## config.mk

```make
export PLATFORM = sky130hd
export DESIGN_NAME = csa4_accum_sequencer_flat
export DESIGN_NICKNAME = d
export VERILOG_FILES = /design/src/rtl/csa4_accum_sequencer_if.sv /design/src/rtl/csa4_accum_sequencer.sv /design/src/flat_wrapper.sv
export SDC_FILE = /design/constraint.sdc
export NUM_CORES = 1
export LEC_CHECK = 0
export CAP_MARGIN = 30
export CORE_MARGIN = 2
export CORE_UTILIZATION = 38
export DETAILED_ROUTE_END_ITERATION = 7
export PLACE_DENSITY = 0.7
export SLEW_MARGIN = 30
export SYNTH_ARGS = -nofsm -noshare
export SYNTH_HDL_FRONTEND = slang
export SYNTH_SLANG_ARGS = --single-unit
```

## constraint.sdc

```tcl
create_clock -name clk -period 4.6 [get_ports clk]
set_input_delay 0.92 -clock clk [delete_from_list [all_inputs] [get_ports clk]]
set_output_delay 0.92 -clock clk [all_outputs]
set_load 0.1 [all_outputs]
```

## src/rtl/csa4_accum_sequencer_if.sv

```systemverilog
// Operand stream and result stream of the csa4 accumulation sequencer.
// master drives operands and accepts results; slave is the sequencer.
interface csa4_accum_sequencer_if #(
  parameter int W  = 12,
  parameter int OW = 14
);
  logic          in_valid;
  logic          in_ready;
  logic [W-1:0]  in_data;
  logic          in_last;
  logic          res_valid;
  logic          res_ready;
  logic [OW-1:0] res_data;
  logic [2:0]    res_count;

  modport master (
    output in_valid, in_data, in_last, res_ready,
    input  in_ready, res_valid, res_data, res_count
  );

  modport slave (
    input  in_valid, in_data, in_last, res_ready,
    output in_ready, res_valid, res_data, res_count
  );
endinterface

```

## src/rtl/csa4_accum_sequencer.sv

```systemverilog
// Gathers up to four operands, drives an external 4:2 compressor,
// resolves its carry-save pair and returns the sum on a result stream.
module csa4_accum_sequencer #(
  parameter int W  = 12,
  parameter int OW = 14
) (
  input  logic                  clk,
  input  logic                  rst,
  csa4_accum_sequencer_if.slave bus,
  output logic [W-1:0]          csa_a,
  output logic [W-1:0]          csa_b,
  output logic [W-1:0]          csa_c,
  output logic [W-1:0]          csa_d,
  input  logic [OW-1:0]         csa_out1,
  input  logic [OW-1:0]         csa_out2,
  output logic                  busy,
  output logic                  err
);

  typedef enum logic [1:0] {
    COLLECT,
    COMPRESS,
    RESOLVE,
    HOLD
  } state_t;

  state_t        state;
  state_t        nxt;
  logic [1:0]    cnt;
  logic [OW-1:0] cs1;
  logic [OW-1:0] cs2;
  logic [OW:0]   sum;
  logic          acc;
  logic          close;
  logic          hs;

  assign acc   = bus.in_valid && bus.in_ready;
  assign close = acc && (cnt == 2'd3 || bus.in_last);
  assign hs    = (state == HOLD) && bus.res_ready;
  assign sum   = {1'b0, cs1} + {1'b0, cs2};

  always_ff @(posedge clk) begin
    if (rst) state <= COLLECT;
    else     state <= nxt;
  end

  always_comb begin
    nxt = state;
    unique case (state)
      COLLECT:  if (close) nxt = COMPRESS;
      COMPRESS: nxt = RESOLVE;
      RESOLVE:  nxt = HOLD;
      HOLD:     if (bus.res_ready) nxt = COLLECT;
      default:  nxt = COLLECT;
    endcase
  end

  always_comb begin
    bus.in_ready = (state == COLLECT) && !rst;
    busy         = (state != COLLECT);
  end

  always_ff @(posedge clk) begin
    if (rst) begin
      cnt           <= '0;
      csa_a         <= '0;
      csa_b         <= '0;
      csa_c         <= '0;
      csa_d         <= '0;
      cs1           <= '0;
      cs2           <= '0;
      bus.res_valid <= 1'b0;
      bus.res_data  <= '0;
      bus.res_count <= '0;
      err           <= 1'b0;
    end else begin
      if (acc) begin
        unique case (cnt)
          2'd0: csa_a <= bus.in_data;
          2'd1: csa_b <= bus.in_data;
          2'd2: csa_c <= bus.in_data;
          2'd3: csa_d <= bus.in_data;
        endcase
        cnt <= cnt + 2'd1;
        if (close) bus.res_count <= {1'b0, cnt} + 3'd1;
      end
      if (state == COMPRESS) begin
        cs1 <= csa_out1;
        cs2 <= csa_out2;
      end
      if (state == RESOLVE) begin
        bus.res_data  <= sum[OW-1:0];
        bus.res_valid <= 1'b1;
        if (sum[OW]) err <= 1'b1;
      end
      // unwritten slots must read zero in the next group
      if (hs) begin
        bus.res_valid <= 1'b0;
        csa_a         <= '0;
        csa_b         <= '0;
        csa_c         <= '0;
        csa_d         <= '0;
        cnt           <= '0;
      end
    end
  end

endmodule

```

## src/flat_wrapper.sv

```systemverilog
// flat-port wrapper written by rule: the top's interface ports become plain ports
module csa4_accum_sequencer_flat 
#(
  parameter int W  = 12,
  parameter int OW = 14
)
  (clk, rst, csa_a, csa_b, csa_c, csa_d, csa_out1, csa_out2, busy, err, bus_in_valid, bus_in_data, bus_in_last, bus_res_ready, bus_in_ready, bus_res_valid, bus_res_data, bus_res_count);
  csa4_accum_sequencer_if #(.W(W), .OW(OW)) bus_i ();
  input  logic clk;
  input  logic rst;
  output logic [W-1:0] csa_a;
  output logic [W-1:0] csa_b;
  output logic [W-1:0] csa_c;
  output logic [W-1:0] csa_d;
  input  logic [OW-1:0] csa_out1;
  input  logic [OW-1:0] csa_out2;
  output logic busy;
  output logic err;
  input wire logic [$bits(bus_i.in_valid)-1:0] bus_in_valid;
  input wire logic [$bits(bus_i.in_data)-1:0] bus_in_data;
  input wire logic [$bits(bus_i.in_last)-1:0] bus_in_last;
  input wire logic [$bits(bus_i.res_ready)-1:0] bus_res_ready;
  output wire logic [$bits(bus_i.in_ready)-1:0] bus_in_ready;
  output wire logic [$bits(bus_i.res_valid)-1:0] bus_res_valid;
  output wire logic [$bits(bus_i.res_data)-1:0] bus_res_data;
  output wire logic [$bits(bus_i.res_count)-1:0] bus_res_count;
  assign bus_i.in_valid = bus_in_valid;
  assign bus_i.in_data = bus_in_data;
  assign bus_i.in_last = bus_in_last;
  assign bus_i.res_ready = bus_res_ready;
  assign bus_in_ready = bus_i.in_ready;
  assign bus_res_valid = bus_i.res_valid;
  assign bus_res_data = bus_i.res_data;
  assign bus_res_count = bus_i.res_count;
  csa4_accum_sequencer #(.W(W), .OW(OW)) u_core (.clk(clk), .rst(rst), .bus(bus_i), .csa_a(csa_a), .csa_b(csa_b), .csa_c(csa_c), .csa_d(csa_d), .csa_out1(csa_out1), .csa_out2(csa_out2), .busy(busy), .err(err));
endmodule
```

# Yosys cells after proc, flatten, opt, wreduce, memory -nomap -nowiden
# Cells that the tools add are included.
dict set report word_totals {
  regBits 99
  latch_bits 0
  ram_bits 0
  rom_bits 0
  inputBits 45
  memories 0
}
dict set report classes {
  addsub 3
  mul 0
  n_div 0
  order_cmp 0
  eq_ne 8
  n_shift 0
  muxes 3
  bitwise 0
  reduce_logical 17
}
# operator n
set ops {}
lappend ops {{adder 14 x 14 -> 15 bit} 1}
lappend ops {{AND reduction 2 bit} 7}
lappend ops {{== test 2 bit, second input constant} 4}
lappend ops {{case mux 2 bit (4 select lines)} 1}
lappend ops {{== test 2 x 1 -> 1 bit, second input constant} 2}
lappend ops {{logical AND 1 bit} 4}
lappend ops {{logical NOT 2 bit} 2}
lappend ops {{2-to-1 mux 2 bit} 2}
lappend ops {{adder 2 x 1 -> 3 bit, second input constant} 1}
lappend ops {{adder 2 x 1 -> 2 bit, second input constant} 1}
lappend ops {{!= test 2 x 1 -> 1 bit, second input constant} 1}
lappend ops {{!= test 2 bit, second input constant} 1}
lappend ops {{nonzero test 2 bit} 1}
lappend ops {{OR reduction 2 bit} 1}
lappend ops {{logical NOT 1 bit} 1}
lappend ops {{logical OR 1 bit} 1}

# Longest topological paths before layout
# Gate-level depths: netlist (run 1).
dict set report depth {
  depth_word 6
  ltp_mapped 9
  ltp_nobuf 9
}

# Worst setup path after synthesis (run 1)
# OpenSTA, ideal clock, no wires.
dict set report synth_timing {
  path_kind {input port to output port}
  startpoint {input rst}
  endpoint {output bus_in_ready}
  arrival_ps 2588
  required_ps 3680
  setup_slack_ps 1092
  stages 3
  path_buffers 2
  cell_sequence {clkbuf_1 buf_1 nor2_1}
}
dict set report synth_between {
  elab_chain_cells 2
}
# element line_no
set synth_lines {}
lappend synth_lines {{start, declared} flat_wrapper.sv:10} ;# input logic rst;
lappend synth_lines {{logical NOT 1 bit} csa4_accum_sequencer.sv:59} ;# bus.in_ready = (state == COLLECT) && !rst;
lappend synth_lines {{logical AND 1 bit} csa4_accum_sequencer.sv:59}
lappend synth_lines {{end, declared} flat_wrapper.sv:23} ;# output wire logic [$bits(bus_i.in_ready)-1:0] bus_in_ready;
# No other way between the ends.

# Worst setup path after layout (run 1)
dict set report layout_timing {
  startpoint {register u_core.state[0]}
  endpoint {output busy}
}
dict set report layout_between {
  elab_chain_cells 1
}
# element line_no
set layout_lines {}
lappend layout_lines {{start, declared} csa4_accum_sequencer.sv:27} ;# state_t state;
lappend layout_lines {{start signal, assigned} csa4_accum_sequencer.sv:44} ;# else state <= nxt;
lappend layout_lines {{nonzero test 2 bit} csa4_accum_sequencer.sv:60} ;# busy = (state != COLLECT);
lappend layout_lines {{end, declared} flat_wrapper.sv:17} ;# output logic busy;
# No other way between the ends.

==> flow_summary.json, run 1 <==
{
  "peakVddDrop_uv": 289,
  "holdCritPathClass": "reg2reg",
  "critical_path.endpoint": "busy",
  "drcViolationCount": 0,
  "ys_types": 43,
  "yosysTopAreaCell": "dfxtp_1",
  "hold_violations": 0,
  "ant_nets": 0,
  "skew_ns": 0.0168,
  "start_util_pct": 39.2,
  "die_h_um": 110,
  "slew_viol_final": 0,
  "grt_pass1_vias": 3516,
  "max_freq_mhz": 309,
  "path_clk_slew_ns": 0.09,
  "synth-simple-area-share_pct": 16.9,
  "synth_cells": 494,
  "firstDrtPassIters": 4,
  "r2r_cells": 9,
  "synth_compound_area_share_pct": 14.6,
  "fill_cells": 1024,
  "p_per_area_nw_per_um2": 470,
  "dp_hpwl_mm": 7.86,
  "ys.flop_type": "dfxtp_1",
  "syn2layout_area_growth_pct": 33.0,
  "port-buffer-count": 113,
  "min_period_ns": 3.23,
  "cts_buffer_depth": 2,
  "finalCritPeriodShare_pct": 70.2,
  "ys_async_sr_fraction_pct": 0,
  "r2r-end": "u_core.bus.res_data[10]",
  "rsz0062_at_grt": "no",
  "setup_viol": 0,
  "ctsRootBufferMaster": "clkbuf_8",
  "holdBufCountCts": 0,
  "synthesis.nets": 563,
  "gp_congestion": 0.831,
  "cts_tree": "done",
  "antenna_found_initial": 0,
  "ys_ff_latch": 99,
  "die_w_um": 110,
  "drt_wl_total_mm": 10.5,
  "drt-wirelength-per-cell_um": 14.3,
  "grt_overflow_total": 0,
  "arrival_ns": 2.31,
  "dieArea_um2": 12100,
  "cts-resized-gates": 0,
  "worst_slew_pin_slew_ns": 1.01,
  "worstSetupPathType": "reg2out",
  "numCtsBuffers": 9,
  "crit_path_end_kind": "output pin",
  "cp_max_fo": 4,
  "first_iter_violations": 158,
  "netlist_top_cells_area": "dfxtp_1 (46%), nand2_1 (9.8%), mux2i_1 (8.7%)",
  "layout-drive-gt1-share_pct": 4.68,
  "grt_use_total_pct": 17.9,
  "p_leak_nw": 2.07,
  "synth.avg_cell_area_um2": 8.64,
  "slew_headroom_pct": 32.4,
  "via_per_inst": 5.02,
  "r2r_slack_ns": 2.35,
  "vias": 3704,
  "cts.sinks": 99,
  "synthMuxAreaShare_pct": 8.94,
  "ios": 114,
  "floorplan.core_area_um2": 10900,
  "grt_max_degree": 52,
  "synth-edff-count": 0,
  "yosysWarnings": 0,
  "startpoint": "u_core.state[0]",
  "fp-row-count": 38,
  "maxCapViolCount": 0,
  "fin_ws_ns": 1.37,
  "synth_top_family_by_area": "simple AND/OR/NAND/NOR gates",
  "p_total_w": 0.00267,
  "status": "finished clean",
  "grt_pass1_wl_mm": 16.8,
  "ys_seq_area_share_pct": 46.4,
  "reg2reg_from": "u_core.cs2[0]",
  "yosysTopAreaCellShare_pct": 46.4,
  "syn_area_um2": 4270,
  "cts-htree-levels": 3,
  "synthXorXnorAreaFrac_pct": 2.05,
  "layout.nets": 662,
  "synthAdderAreaFrac_pct": 7.21,
  "timing.setup.tns_ns": 0,
  "worstSkewPairLatency_ns": 0.36,
  "diodes": 0,
  "post_cts_buffers": 0,
  "worstPathRequired_ns": 3.68,
  "place_ws_ns": 1.76,
  "start_kind": "flip-flop"
}
-- sequential cells by signal, indices dropped and copies added, names as in the netlist --
| name | cells |
|---|---|
| u_core.bus.res_count | 3 |
| u_core.err | 1 |
| u_core.csa_c | 12 |
| u_core.bus.res_valid | 1 |
| u_core.bus.res_data | 14 |
| u_core.cnt | 2 |
| u_core.csa_d | 12 |
| u_core.cs2 | 14 |
| u_core.state | 2 |
| u_core.csa_b | 12 |
| u_core.csa_a | 12 |
| u_core.cs1 | 14 |
-- worst min-delay path by stage --
stage	slack (ns)	startpoint	to	cells past startpoint
6_report	0.46	u_core.csa_c[0]	u_core.csa_c[0]	2
3_5_place_dp	0.45	u_core.csa_a[9]	u_core.csa_a[9]	2
4_1_cts	0.46	u_core.csa_a[9]	u_core.csa_a[9]	2
3_3_place_gp	0.44	u_core.csa_b[0]	u_core.csa_b[0]	2
5_1_grt	0.48	u_core.csa_b[4]	u_core.csa_b[4]	2
2_1_floorplan	0.46	u_core.cs1[0]	u_core.cs1[0]	2
-- cell type report --
| class | count | area [um2] | area share, % |
|---|---|---|---|
| Timing Repair Buffer | 116 | 1150 | 20.2 |
| Clock buffer | 11 | 141 | 2.49 |
| Inverter | 13 | 48.8 | 0.859 |
| Multi-Input combinational cell | 354 | 2130 | 37.4 |
| Sequential cell | 99 | 1980 | 34.9 |
| Clock inverter | 5 | 61.3 | 1.08 |
| Tap cell | 140 | 175 | 3.08 |
-- synthesized netlist by cell type, drive strengths merged, types with 6 or more instances --
cell and instances:
a211oi 8, ha 23, mux2i 37, dfxtp 99, buf 9, nand2 112
clkbuf 19, inv 13, o21ai 13, a21oi 60, xnor2 6, nor2 56
-- per-stage QoR --
stage	hold slack [ns]	utilization, %	area, um2	instances
finish	0.459	52.2	5680	738
global route	0.477	52.2	5680	738
CTS	0.461	52.1	5680	738
detailed placement	0.448	50.3	5480	722
global placement	0.442	50.3	5480	722
floorplan	0.465	-	4270	494
-- layout by cell type (no fill, tap or decap), types with 2 or more instances in the layout --
master           Yosys  routed
a211oi_1             8       8
a21oi_1             60      60
and2_1               4       4
buf_4                1       4
clkbuf_8             0      10
clkdlybuf4s50_1      0     111
clkinv_4             0       2
dfxtp_1             99      99
ha_1                23      22
inv_1               13      13
mux2i_1             37      37
nand2_1            112     112
nand2b_1             2       2
nor2_1              56      56
o211ai_1             3       3
o21a_1               3       3
o21ai_0              4       4
o21ai_1              8       8
o21bai_1             2       2
xnor2_1              6       6
xor2_1               4       4
-- layer usage --
| layer | share of wire, % | vias up | global-route usage, % | routed length, um |
|---|---|---|---|---|
| met5 | 0 | - | 0 | 0 |
| met4 | 0.63 | 0 | 5.15 | 66 |
| met3 | 6.3 | 6 | 4.70 | 660 |
| met2 | 47 | 112 | 29.8 | 4920 |
| met1 | 46 | 1733 | 22.9 | 4900 |
| li1 | - | 1853 | - | - |
-- critical path: stages, from the launching register on --
cell and delay (ns):
dfxtp_1 0.37, inv_1 0.11, ha_1 0.24, inv_1 0.10, clkdlybuf4s50_1 1.14
-- report_power, final --
group	leakage [nW]	internal [W]	switching [W]
combinational	1.16	0.000348	0.000725
clock	0.104	0.000270	0.000303
sequential	0.803	0.000959	0.0000631
total	2.07	0.00158	0.00109
-- cell families (layout without fill, tap and decap cells) --
| family | Yosys count | in the layout |
|---|---|---|
| compound gates | 101 | 101 |
| buf+inv | 41 | 145 |
| xor+xnor | 10 | 10 |
| fa+ha+maj | 24 | 24 |
| mux | 38 | 38 |
| simple gates | 181 | 181 |
| flops | 99 | 99 |
Note: power is estimated with default switching activity, not from simulation.
==> run 2, diff against run 1 <==
- clock period: 4.6 -> 3.4 ns (I/O delays scaled with it)
==> flow_summary.json, run 2 (synthesis results as in run 1) <==
{
  "slew_headroom_pct": 32.1,
  "grt_pass1_vias": 3366,
  "floorplan.core_area_um2": 10900,
  "via_per_inst": 4.98,
  "drt_wl_total_mm": 10.6,
  "routed.top_layer": "met4",
  "layout.nets": 663,
  "crit_family": "buffers and inverters",
  "layout_commonest_cell": "nand2_1",
  "vias": 3680,
  "min_path_cells": 2,
  "firstDrtPassIters": 4,
  "cts.sinks": 99,
  "cts-htree-levels": 3,
  "crit_path_end_kind": "output pin",
  "crit_path_cell_trace": "clkdlybuf4s50_1",
  "antenna_found_initial": 0,
  "hold_violations": 0,
  "timing.setup.tns_ns": 0,
  "grt_use_total_pct": 17.5,
  "dp_cells": 723,
  "cp_max_fo": 2,
  "rsz0062_at_grt": "no",
  "post_cts_buffers": 0,
  "worstSetupPathType": "reg2out",
  "wl_met2_mm": 5.00,
  "max_freq_mhz": 388,
  "diodes": 0,
  "place_ws_ns": 0.942,
  "finalNonFillerCells": 739,
  "worst_slew_pin_slew_ns": 1.02,
  "ant_nets": 0,
  "cts-resized-gates": 0,
  "placed_area_um2": 5420,
  "finalCritPeriodShare_pct": 75.8,
  "dieArea_um2": 12100,
  "critPathMaxStageDelay_ns": 1.15,
  "reg2reg_from": "u_core.cs2[8]",
  "crit_buf_inv": 1,
  "drt-wirelength-per-cell_um": 14.3,
  "wl_met1_mm": 4.63,
  "status": "finished clean",
  "wl_met3_um": 802,
  "r2r_cells": 6,
  "startpoint": "u_core.csa_b[2]",
  "cts_tree": "done",
  "die_w_um": 110,
  "path_clk_slew_ns": 0.10,
  "fp-row-count": 38,
  "r2r_slack_ns": 1.17,
  "ios": 114,
  "peakVddDrop_uv": 365,
  "r2r-end": "u_core.bus.res_data[11]",
  "worstPathRequired_ns": 2.72,
  "cts_buffer_depth": 2,
  "slowest_stage": "clkdlybuf4s50_1",
  "grt_overflow_total": 0,
  "drcViolationCount": 0,
  "maxCapViolCount": 0,
  "skew_ns": 0.00889,
  "finish.instance_area_um2": 5600,
  "holdCritPathClass": "reg2reg",
  "ctsRootBufferMaster": "clkbuf_8",
  "slew_viol_final": 0,
  "worstSkewPairLatency_ns": 0.37,
  "critical_path_depth": 1,
  "critical_path.endpoint": "csa_b[2]",
  "numCtsBuffers": 9,
  "dp_hpwl_mm": 7.93,
  "start_util_pct": 39.2,
  "layout-drive-gt1-share_pct": 9.02,
  "min_period_ns": 2.58,
  "start_kind": "flip-flop",
  "syn2layout_area_growth_pct": 31.2,
  "grt_pass1_wl_mm": 16.3,
  "first_iter_violations": 178,
  "mostFrequentLayoutCells": "nand2_1 (112), dfxtp_1 (99), clkdlybuf4s50_1 (86)",
  "p_per_area_nw_per_um2": 632,
  "setup_viol": 0,
  "die_h_um": 110,
  "grt_max_degree": 52,
  "reg.largest.list": "u_core.bus.res_data (14), u_core.cs1 (14), u_core.cs2 (14)",
  "arrival_ns": 1.90,
  "holdBufCountCts": 0,
  "port-buffer-count": 113,
  "utilization_pct": 51.5,
  "p_leak_nw": 2.11,
  "gp_congestion": 0.806,
  "fin_ws_ns": 0.824
}
==> run 2: cell count changes in the layout (fill, tap and decap cells not counted), moves of 2 or more <==
cell,delta
buf_4,+26
clkdlybuf4s50_1,-25
inv_6,+3
clkinv_4,-2
==> run 2: cell type report <==
| class | instances | area, um2 |
|---|---|---|
| fillers | 1000 | 5290 |
| clock buffers | 9 | 124 |
| well taps | 140 | 175 |
| clock inverters | 7 | 58.8 |
| inverters | 13 | 48.8 |
| multi-input cells | 354 | 2120 |
| flip-flops and latches | 99 | 1980 |
| repair buffers | 117 | 1090 |
==> run 2: worst min-delay path by stage <==
stage | endpoint | slack (ns) | from
after floorplan | u_core.cs1[0] | 0.46 | u_core.cs1[0]
final | u_core.csa_a[10] | 0.46 | u_core.csa_a[10]
after CTS | u_core.csa_c[10] | 0.46 | u_core.csa_c[10]
after global routing | u_core.csa_a[11] | 0.48 | u_core.csa_a[11]
after global placement | u_core.csa_d[4] | 0.44 | u_core.csa_d[4]
after detailed placement | u_core.csa_c[10] | 0.45 | u_core.csa_c[10]
==> run 2: metal layers <==
layer / global-route usage, % / vias to the layer above
met2: 28.7 / 130
met5: 0 / -
met3: 4.06 / 12
met4: 7.23 / 0
met1: 22.1 / 1688
li1: - / 1850
==> run 2: report_power, final <==
group | switching, W | internal [W]
Clock | 0.000442 | 0.000281
Sequential | 0.0000855 | 0.00130
Combinational | 0.000974 | 0.000463
==> run 2: through the flow <==
| step | power [W] | hold WS (ns) |
|---|---|---|
| 3_3_place_gp | 0.00282 | 0.442 |
| 3_5_place_dp | 0.00285 | 0.447 |
| 5_1_grt | 0.00375 | 0.481 |
| 6_report | 0.00354 | 0.458 |
| 2_1_floorplan | 0.00253 | 0.465 |
| 4_1_cts | 0.00358 | 0.462 |
==> run 3, diff against run 2 <==
- PLACE_DENSITY: 0.7 -> 0.73
- clock period: 3.4 -> 2.19 ns (I/O delays scaled with it)
==> flow_summary.json, run 3 (synthesis results as in run 1) <==
{
  "status": "finished clean",
  "dieArea_um2": 12100,
  "holdCritPathClass": "reg2reg",
  "multiInputGateArea_um2": 2140,
  "antenna_found_initial": 0,
  "p_leak_nw": 2.24,
  "critical_path.endpoint": "u_core.bus.res_data[12]",
  "fp-row-count": 38,
  "ctsRootBufferMaster": "clkbuf_8",
  "cts_tree": "done",
  "ios": 114,
  "cts_buffer_depth": 2,
  "grt_pass1_vias": 3384,
  "dp_hpwl_mm": 7.87,
  "max_freq_mhz": 487,
  "via_per_inst": 4.99,
  "gp_congestion": 0.804,
  "r2r_cells": 9,
  "worstSetupPathType": "reg2reg",
  "start_util_pct": 39.2,
  "arrival_ns": 2.32,
  "ant_nets": 0,
  "cts.sinks": 99,
  "peakVddDrop_uv": 715,
  "path_clk_slew_ns": 0.10,
  "worst_slew_pin_slew_ns": 0.507,
  "worstPathRequired_ns": 2.46,
  "first_iter_violations": 172,
  "hold_violations": 0,
  "drcViolationCount": 0,
  "cts-htree-levels": 3,
  "grt_use_total_pct": 17.4,
  "reg2reg_from": "u_core.cs2[0]",
  "min_period_ns": 2.05,
  "grt_max_degree": 52,
  "firstDrtPassIters": 4,
  "startpoint": "u_core.cs2[0]",
  "fill_cells": 987,
  "floorplan.core_area_um2": 10900,
  "die_h_um": 110,
  "maxCapViolCount": 0,
  "grt_overflow_total": 0,
  "worstSkewPairLatency_ns": 0.38,
  "syn2layout_area_growth_pct": 31.1,
  "setup_viol": 0,
  "layout_commonest_cell": "nand2_1",
  "mostFrequentLayoutCells": "nand2_1 (112), dfxtp_1 (99), buf_4 (76)",
  "holdBufCountCts": 0,
  "layout-drive-gt1-share_pct": 17.5,
  "start_kind": "flip-flop",
  "p_total_w": 0.00562,
  "p_per_area_nw_per_um2": 1000,
  "drt-wirelength-per-cell_um": 14.2,
  "die_w_um": 110,
  "diodes": 0,
  "port-buffer-count": 113,
  "vias": 3721,
  "finalCritPeriodShare_pct": 93.7,
  "reg.largest.list": "u_core.bus.res_data (14), u_core.cs1 (14), u_core.cs2 (14)",
  "rsz0062_at_grt": "no",
  "r2r-end": "u_core.bus.res_data[12]",
  "drt_wl_total_mm": 10.6,
  "regArea_um2": 1980,
  "slew_viol_final": 0,
  "slew_headroom_pct": 66.2,
  "r2r_slack_ns": 0.14,
  "min_path_cells": 2,
  "timing.setup.tns_ns": 0,
  "layout.nets": 669,
  "grt_pass1_wl_mm": 16.2,
  "numCtsBuffers": 9,
  "skew_ns": 0.0147,
  "crit_path_end_kind": "flip-flop",
  "cp_max_fo": 5
}
-- run 3: area by class of cell --
cell class                      count  area share, %
Inverter                           13          0.871
Multi-Input combinational cell    354           38.2
Sequential cell                    99           35.4
Clock inverter                      6          0.938
Clock buffer                       10           2.46
Timing Repair Buffer              123           19.0
Tap cell                          140           3.13
-- run 3: per-layer routing --
| metal | track usage, % | routed length, um |
|---|---|---|
| met1 | 21.9 | 4720 |
| met2 | 28.4 | 4830 |
| met3 | 4.23 | 811 |
| met4 | 7.23 | 215 |
| met5 | 0 | 0 |
-- run 3: timing repair --
| action | CTS | global route |
|---|---|---|
| setup endpoints to repair | 0 | 3 |
| setup buffers | 0 | 1 |
| gates resized for setup | 0 | 2 |
-- run 3: critical path: stages (launching register included) --
cell and delay [ns]:
dfxtp_1 0.33, ha_1 0.21, inv_1 0.08, fa_2 0.24
nor2b_4 0.05, o211a_1 0.23, o31a_4 0.32, o31ai_4 0.25
xor2_1 0.17, o21ai_1 0.07
-- run 3: power by group --
| group | leakage [nW] | total, W | internal (W) | switching [W] |
|---|---|---|---|---|
| sequential | 0.803 | 0.00215 | 0.00201 | 0.000136 |
| combinational | 1.35 | 0.00233 | 0.000781 | 0.00154 |
| clock | 0.0918 | 0.00114 | 0.000464 | 0.000679 |
-- run 3: how the worst min path moves through the flow --
| stage | from | endpoint | slack, ns |
|---|---|---|---|
| finish | u_core.bus.res_data[13] | u_core.bus.res_data[13] | 0.46 |
| global placement | u_core.csa_b[6] | u_core.csa_b[6] | 0.44 |
| CTS | u_core.bus.res_data[12] | u_core.bus.res_data[12] | 0.46 |
| global route | u_core.csa_a[9] | u_core.csa_a[9] | 0.48 |
| floorplan | u_core.cs1[0] | u_core.cs1[0] | 0.46 |
| detailed placement | u_core.bus.res_data[12] | u_core.bus.res_data[12] | 0.45 |
-- run 3: metrics by stage --
stage | hold WS (ns) | area [um2] | std cells | utilization, % | worst slack, ns
2_1_floorplan | 0.465 | 4280 | 494 | - | 0.114
3_3_place_gp | 0.441 | 5400 | 728 | 49.6 | 0.138
3_5_place_dp | 0.445 | 5400 | 728 | 49.6 | 0.0888
4_1_cts | 0.460 | 5590 | 744 | 51.3 | 0.0651
5_1_grt | 0.478 | 5600 | 745 | 51.4 | 0.0218
6_report | 0.459 | 5600 | 745 | 51.4 | 0.138
